===== config.mk =====
export PLATFORM = sky130hd
export DESIGN_NAME = uart_tx
export DESIGN_NICKNAME = d
export VERILOG_FILES = /design/src/rtl/uart_tx.sv
export SDC_FILE = /design/constraint.sdc
export NUM_CORES = 1
export LEC_CHECK = 0
export ABC_AREA = 1
export CORE_AREA = 2 2 59 55
export DETAILED_ROUTE_END_ITERATION = 6
export DIE_AREA = 0 0 61 57
export PLACE_DENSITY = 0.85
export RECOVER_POWER = 100
export SLEW_MARGIN = 20
export SYNTH_ARGS = -nofsm -noshare
export SYNTH_HDL_FRONTEND = slang
export SYNTH_SLANG_ARGS = --single-unit

===== constraint.sdc =====
create_clock -name clk -period 2.5 [get_ports clk]
set_clock_uncertainty 0.05 [all_clocks]
set_input_delay 0.5 -clock clk [delete_from_list [all_inputs] [get_ports clk]]
set_output_delay 0.5 -clock clk [all_outputs]
set_load 0.005 [all_outputs]

===== src/rtl/uart_tx.sv =====
// uart_tx: 8N1 UART transmitter (LSB first) with a valid/ready byte input and a registered line output.
// Define UART_TX_FIFO_EN to place a FIFO_DEPTH-entry FIFO between the handshake and the serialiser.
module uart_tx #(
  parameter int BAUDGEN_PERIOD = 1600,
  parameter int FIFO_DEPTH     = 4
) (
  input  logic       clk,
  input  logic       reset_n,
  input  logic       valid,
  output logic       ready,
  input  logic [7:0] d_in,
  output logic       tx_out,
  output logic       busy
);

  typedef enum logic [1:0] {IDLE, START, DATA, STOP} state_e;

  localparam logic [15:0] LAST_TICK = 16'(BAUDGEN_PERIOD - 1);

  if (BAUDGEN_PERIOD < 2 || BAUDGEN_PERIOD > 65535 || FIFO_DEPTH < 2 ||
      (FIFO_DEPTH & (FIFO_DEPTH - 1)) != 0) begin : g_param_check
    $error("uart_tx: illegal BAUDGEN_PERIOD or FIFO_DEPTH");
  end

  state_e      state_q, state_d;
  logic [15:0] timer_q, timer_d;
  logic [2:0]  idx_q, idx_d;
  logic [7:0]  shift_q, shift_d;
  logic        tx_q, tx_d;

  logic        last_tick;
  logic        load_slot;
  logic        take;
  logic        pending;
  logic [7:0]  next_byte;

  assign last_tick = (timer_q == LAST_TICK);
  // The serialiser can start a new frame from idle or on the final stop-bit cycle.
  assign load_slot = (state_q == IDLE) || (state_q == STOP && last_tick);

`ifdef UART_TX_FIFO_EN
  localparam int             PTR_W   = $clog2(FIFO_DEPTH);
  localparam logic [PTR_W:0] PTR_ONE = (PTR_W + 1)'(1);

  logic [7:0]     mem_q [FIFO_DEPTH];
  logic [PTR_W:0] wr_ptr_q, wr_ptr_d, rd_ptr_q, rd_ptr_d;
  logic           fifo_empty, fifo_full, push;

  assign fifo_empty = (wr_ptr_q == rd_ptr_q);
  assign fifo_full  = (wr_ptr_q[PTR_W] != rd_ptr_q[PTR_W]) &&
                      (wr_ptr_q[PTR_W-1:0] == rd_ptr_q[PTR_W-1:0]);
  assign ready      = !fifo_full;
  assign push       = valid && !fifo_full;
  assign take       = load_slot && !fifo_empty;
  assign pending    = !fifo_empty;
  assign next_byte  = mem_q[rd_ptr_q[PTR_W-1:0]];
  assign wr_ptr_d   = push ? wr_ptr_q + PTR_ONE : wr_ptr_q;
  assign rd_ptr_d   = take ? rd_ptr_q + PTR_ONE : rd_ptr_q;

  // NOTE: the storage array has no reset; the pointers alone define what is valid, so stale entries are never read.
  always_ff @(posedge clk) begin
    if (push) mem_q[wr_ptr_q[PTR_W-1:0]] <= d_in;
  end

  always_ff @(posedge clk) begin
    if (!reset_n) begin
      wr_ptr_q <= '0;
      rd_ptr_q <= '0;
    end else begin
      wr_ptr_q <= wr_ptr_d;
      rd_ptr_q <= rd_ptr_d;
    end
  end
`else
  assign ready     = load_slot;
  assign take      = valid && load_slot;
  assign pending   = 1'b0;
  assign next_byte = d_in;
`endif

  // NOTE: combinational logic uses blocking assignments with every output defaulted first, so no latch is inferred.
  always_comb begin
    state_d = state_q;
    timer_d = timer_q;
    idx_d   = idx_q;
    shift_d = shift_q;
    if (state_q != IDLE) timer_d = last_tick ? 16'd0 : timer_q + 16'd1;
    case (state_q)
      IDLE: begin
        if (take) begin
          shift_d = next_byte;
          timer_d = 16'd0;
          state_d = START;
        end
      end
      START: begin
        if (last_tick) begin
          idx_d   = 3'd0;
          state_d = DATA;
        end
      end
      DATA: begin
        if (last_tick) begin
          shift_d = shift_q >> 1;
          idx_d   = idx_q + 3'd1;
          if (idx_q == 3'd7) state_d = STOP;
        end
      end
      STOP: begin
        if (last_tick) begin
          if (take) begin
            shift_d = next_byte;
            state_d = START;
          end else begin
            state_d = IDLE;
          end
        end
      end
      default: state_d = IDLE;
    endcase
    // The line level follows the next state so it changes on the same edge as the FSM.
    case (state_d)
      START:   tx_d = 1'b0;
      DATA:    tx_d = shift_d[0];
      default: tx_d = 1'b1;
    endcase
  end

  // NOTE: sequential state is updated with non-blocking assignments only.
  always_ff @(posedge clk) begin
    if (!reset_n) begin
      state_q <= IDLE;
      timer_q <= '0;
      idx_q   <= '0;
      shift_q <= '0;
      tx_q    <= 1'b1;
    end else begin
      state_q <= state_d;
      timer_q <= timer_d;
      idx_q   <= idx_d;
      shift_q <= shift_d;
      tx_q    <= tx_d;
    end
  end

  assign tx_out = tx_q;
  assign busy   = (state_q != IDLE) || pending;

endmodule

Word-level counts from Yosys, hierarchy flattened
Cells that the tools add are included.
- register bits after elaboration: 30
- word-level logic and storage cells: 46
- output and inout bits: 3
- input bits: 11
- muxes and demuxes: 19
- $add $sub $neg: 2
- reduce and logical (&&, ||, !) cells: 9
- equal/unequal tests: 10
- operators with widths (kind ; number):
    $mux 16 ; 4
    $mux 8 ; 3
    $pmux 8 s3 ; 1
    $add 16x1->16 const B ; 1
    $eq 16x11->1 const B ; 1
    $mux 2 ; 5
    $pmux 2 s4 ; 1
    $eq 2x2->1 const B ; 3
    $mux 3 ; 2
    $ne 2x2->1 const B ; 3
    $pmux 3 s2 ; 1
    $reduce_and 3->1 ; 2
    $eq 2x1->1 const B ; 2
    $reduce_bool 2->1 ; 2
    $add 3x1->3 const B ; 1
    $eq 3x3->1 const B ; 1
    $reduce_bool 3->1 ; 1
    $logic_and 1x1->1 ; 2
    $logic_not 2->1 ; 1
    $pmux 1 s2 ; 1
    $logic_or 1x1->1 ; 1
    $mux 1 ; 1

Depth between registers and ports, before layout
- depth after elaboration: 9
- gate-level depth with buffers: 13
- gate-level depth less buffers: 13

Worst setup path after synthesis
No wires, ideal clock.
- kind: reg-to-reg
- start: register timer_q[0]
- end: register shift_q[1]
- period minus slack after synthesis: 1.736 ns
- setup time: 0.128 ns
- path slack: 0.764 ns
- buffers on the path: 0
- arrival time: 1.558 ns
- cell stages (with the launch flop): 11
- required time: 2.322 ns
- cell sequence: dfxtp_1 > ha_1 > nand3_1 > nor2_1 > nand2_2 > nand2_1 > o21ai_0 > a21oi_1 > inv_1 > a21oi_1 > nor2_1
- longest elaborated chain between the ends: 7
- elaborated cells on any way between the ends: 10
- those cells by class: eq/ne (3); mux (3); reduce/logical (4)
- ends and longest elaborated chain (what ; line ; text):
    from (decl) ; 26 ; logic [15:0] timer_q, timer_d;
    from (signal assigned) ; 139 ; timer_q <= timer_d;
    $eq 16x11->1 (*) ; 37 ; assign last_tick = (timer_q == LAST_TICK);
    $logic_and 1x1->1 ; 39 ; assign load_slot = (state_q == IDLE) || (state_q == STOP && last_tick);
    $logic_or 1x1->1 ; 39 ;
    $logic_and 1x1->1 ; 76 ; assign take = valid && load_slot;
    $mux 8 (2 in series) ; -- ;
    $pmux 8 s3 ; -- ;
    to (signal assigned) ; 141 ; shift_q <= shift_d;
    to (decl) ; 28 ; logic [7:0] shift_q, shift_d;
Mark *: on every way between the ends. The rest lies on a longest branch, timed or not. The select of a mux whose other input is x is not followed.
A chain may end at the register's enable or synchronous reset.

Final worst setup path
- start: register timer_q[0]
- end: output port ready
- longest elaborated chain between the ends: 3
- ends and longest elaborated chain (what ; line ; text):
    $eq 16x11->1 ; 37 ;
    $logic_and 1x1->1 ; 39 ;
    $logic_or 1x1->1 ; 39 ;
    to (decl) ; 10 ; output logic ready,
Every way passes these cells.

==> impl_metrics.ini <==
[global_route]
grt_max_degree = 15
top_usage_layer = met2
grt_pass1_wl_mm = 5.602
grtUsageMet2 = 0.3195
grt_pass1_vias = 1319
grt_use_total = 0.2107
use_met3 = 0.04989
gr-total-overflow = 0
grt.met1_usage = 0.2853
antenna_found_initial = 0

[final_layout]
final_cells = 281
nets = 252
nFillCells = 272
drive_gt1_frac = 0.1004
synthToLayoutAreaGrowth_pct = 17.59
antennaDiodeCount = 0

[synth]
synth_top_area_frac = 0.3909
synth.largest_area_cell = dfxtp_1
ys_seq_area_frac = 0.3909
syn_inst = 218
synth-edff-count = 0
synth-seq-cells = 30
synth_area_leaders = dfxtp_1 (39%), nand2_1 (12%), nor2_1 (6.8%)
synthArstFlopShare = 0
synthesis.nets = 232
ys_warn_count = 0
yosys_most_used_dff = dfxtp_1
synth_commonest_cells = nand2_1 (49), dfxtp_1 (30), nor2_1 (28)
synth.distinct_cells = 29
avgSynthCellArea_sq_um = 7.048
synthMostInstantiatedCell = nand2_1
synth_area_sq_um = 1536

[routing]
drt-total-wl_mm = 3.244
dr.pass1.iters = 4
num_vias = 1469
drc_errors = 0
wl_per_cell_um = 11.54
viasPerCell = 5.228
ant_nets = 0
drt_iter0_drc = 111

[die]
core_area_sq_um = 2924
die_x_um = 61
num_rows = 19
io_pins = 14
die_h_um = 57
initial_core_util = 0.5255
dieArea_sq_um = 3477

[timing]
finalSetupTns_ns = 0
grt_setup_unrepaired = no
fin_crit_ns = 2.412
hold_viol_final = 0
post-route-period-util = 0.9648
clock.fmax_ghz = 0.4146
finalSetupViolations = 0
worstMarginPinSlew_ns = 0.5149
slew_violations = 0
relSlewSlack = 0.6552

[clock_network]
clock_sinks = 30
htreeDepth = 2
cts_hold_buf = 0
clkTransAtPathRegs_ns = 0.11
clock_latency_ns = 0.34
numCtsBuffers = 5
clockRootBuffer = clkbuf_4
cts_buffer_depth = 2
postCtsSetupBuffers = 0
cts_tree = done

[worst_hold_path]
hold_class = reg -> reg
hold_depth = 2

[setup_path]
startpoint_type = register
slowest_stage = clkdlybuf4s50_1
ff2ff_path_depth = 8
crit_chain = ha_4, nand3_1, nor2_2, nand3_1, nand2_1, clkdlybuf4s50_1
crit_arrival_ns = 1.86
crit_path_end_kind = output pin
cpPeakStageDelay_ns = 0.50
crit_fanout = 4
path_common_cell = nand3_1
crit_type = reg -> out
cp.required_ns = 1.95

[place]
place_congestion = 0.8066
portBuffers = 13
place_inst = 273
dpl.hpwl_mm = 2.415

[pwr]
irDropWorstVdd_v = 0.0003949
p_leak_nw = 0.6772
p_per_area_nw_per_um2 = 546.0

[job]
max_cap_viol_count = 0

[run_status]
status = complete, no violations
==> routing by layer <==
metal | share of wire | up-vias | routed length, um
met5 | 0 | - | 0
met3 | 0.065 | 7 | 210
met4 | 0.021 | 0 | 67
met2 | 0.46 | 38 | 1500
met1 | 0.45 | 659 | 1466
li1 | - | 765 | -
==> stage by stage <==
stage | utilization | hold WS [ns] | instance area [sq um] | setup slack (ns) | total power [mW]
2_1_floorplan | - | 0.3904 | 1536 | 0.7644 | 0.5732
3_3_place_gp | 0.5901 | 0.4042 | 1725 | 0.3603 | 0.6150
3_5_place_dp | 0.5901 | 0.4113 | 1725 | 0.3016 | 0.6168
4_1_cts | 0.6217 | 0.4224 | 1818 | 0.006224 | 0.9959
5_1_grt | 0.6179 | 0.4491 | 1807 | 0.01716 | 1.027
6_report | 0.6179 | 0.4160 | 1807 | 0.08804 | 0.9864
==> final timing paths <==
kind	start	endpoint	slack, ns
max	timer_q[0]$_SDFF_PN0_	ready	0.09
min	shift_q[7]$_SDFFE_PN0P_	shift_q[7]$_SDFFE_PN0P_	0.42
max reg2reg	timer_q[0]$_SDFF_PN0_	timer_q[12]$_SDFF_PN0_	0.41
min reg2reg	shift_q[7]$_SDFFE_PN0P_	shift_q[7]$_SDFFE_PN0P_	0.42
==> layout make-up <==
type	count	area [sq um]	share of cell area
Multi-Input combinational cell	160	825.8	0.4571
Sequential cell	30	606.8	0.3359
Timing Repair Buffer	16	145.1	0.08033
Inverter	25	98.84	0.05471
Tap cell	42	52.55	0.02909
Clock inverter	3	40.04	0.02216
Clock buffer	5	37.54	0.02078
==> power by group <==
part           internal (mW)  leakage [nW]  switching [mW]
Sequential             0.491         0.245         0.00905
Combinational         0.0452         0.387          0.0586
Clock                  0.207        0.0450           0.175
==> sequential cells by signal, summed over array words and instances (netlist names) <==
signal	cells
state_q	2
timer_q	16
shift_q	8
tx_out	1
idx_q	3
==> critical path: cells and delay by family, from the launching register on <==
kind	cells	cell delay, ns
adders and majority gates	1	0.17
DFF	1	0.39
buffers and inverters	1	0.50
and+or+nand+nor	4	0.46
==> timing repair <==
| action | CTS | global route |
|---|---|---|
| cloned | 0 | 0 |
| endpoints found under the setup margin | 1 | 1 |
| hold endpoints to repair | 0 | 0 |
| gates resized for setup | 3 | 4 |
==> kinds of logic after synthesis <==
group / after synthesis / share of synthesized area
AOI/OAI and AO/OA: 40 / 0.1458
and+or+nand+nor: 113 / 0.3412
xor gates and xnor gates: 4 / 0.02281
buffers and inverters: 28 / 0.07491
adders and majority gates: 3 / 0.02443
DFF: 30 / 0.3909
==> layout by cell type, fill, tap and decap left out, drive strengths merged <==
master,n
nand2,51
nor2,32
dfxtp,30
inv,25
nand3,19
a21oi,18
o21ai,13
clkdlybuf4s50,12
nor3,8
clkbuf,7
a31oi,5
ha,3
nand4,2
xor2,2
xnor2,2
clkinv,2
o211ai,1
nor3b,1
a41oi,1
a211oi,1
a221oi,1
bufinv,1
dlygate4sd3,1
buf,1
No activity file was read; power rests on OpenSTA's default activity.
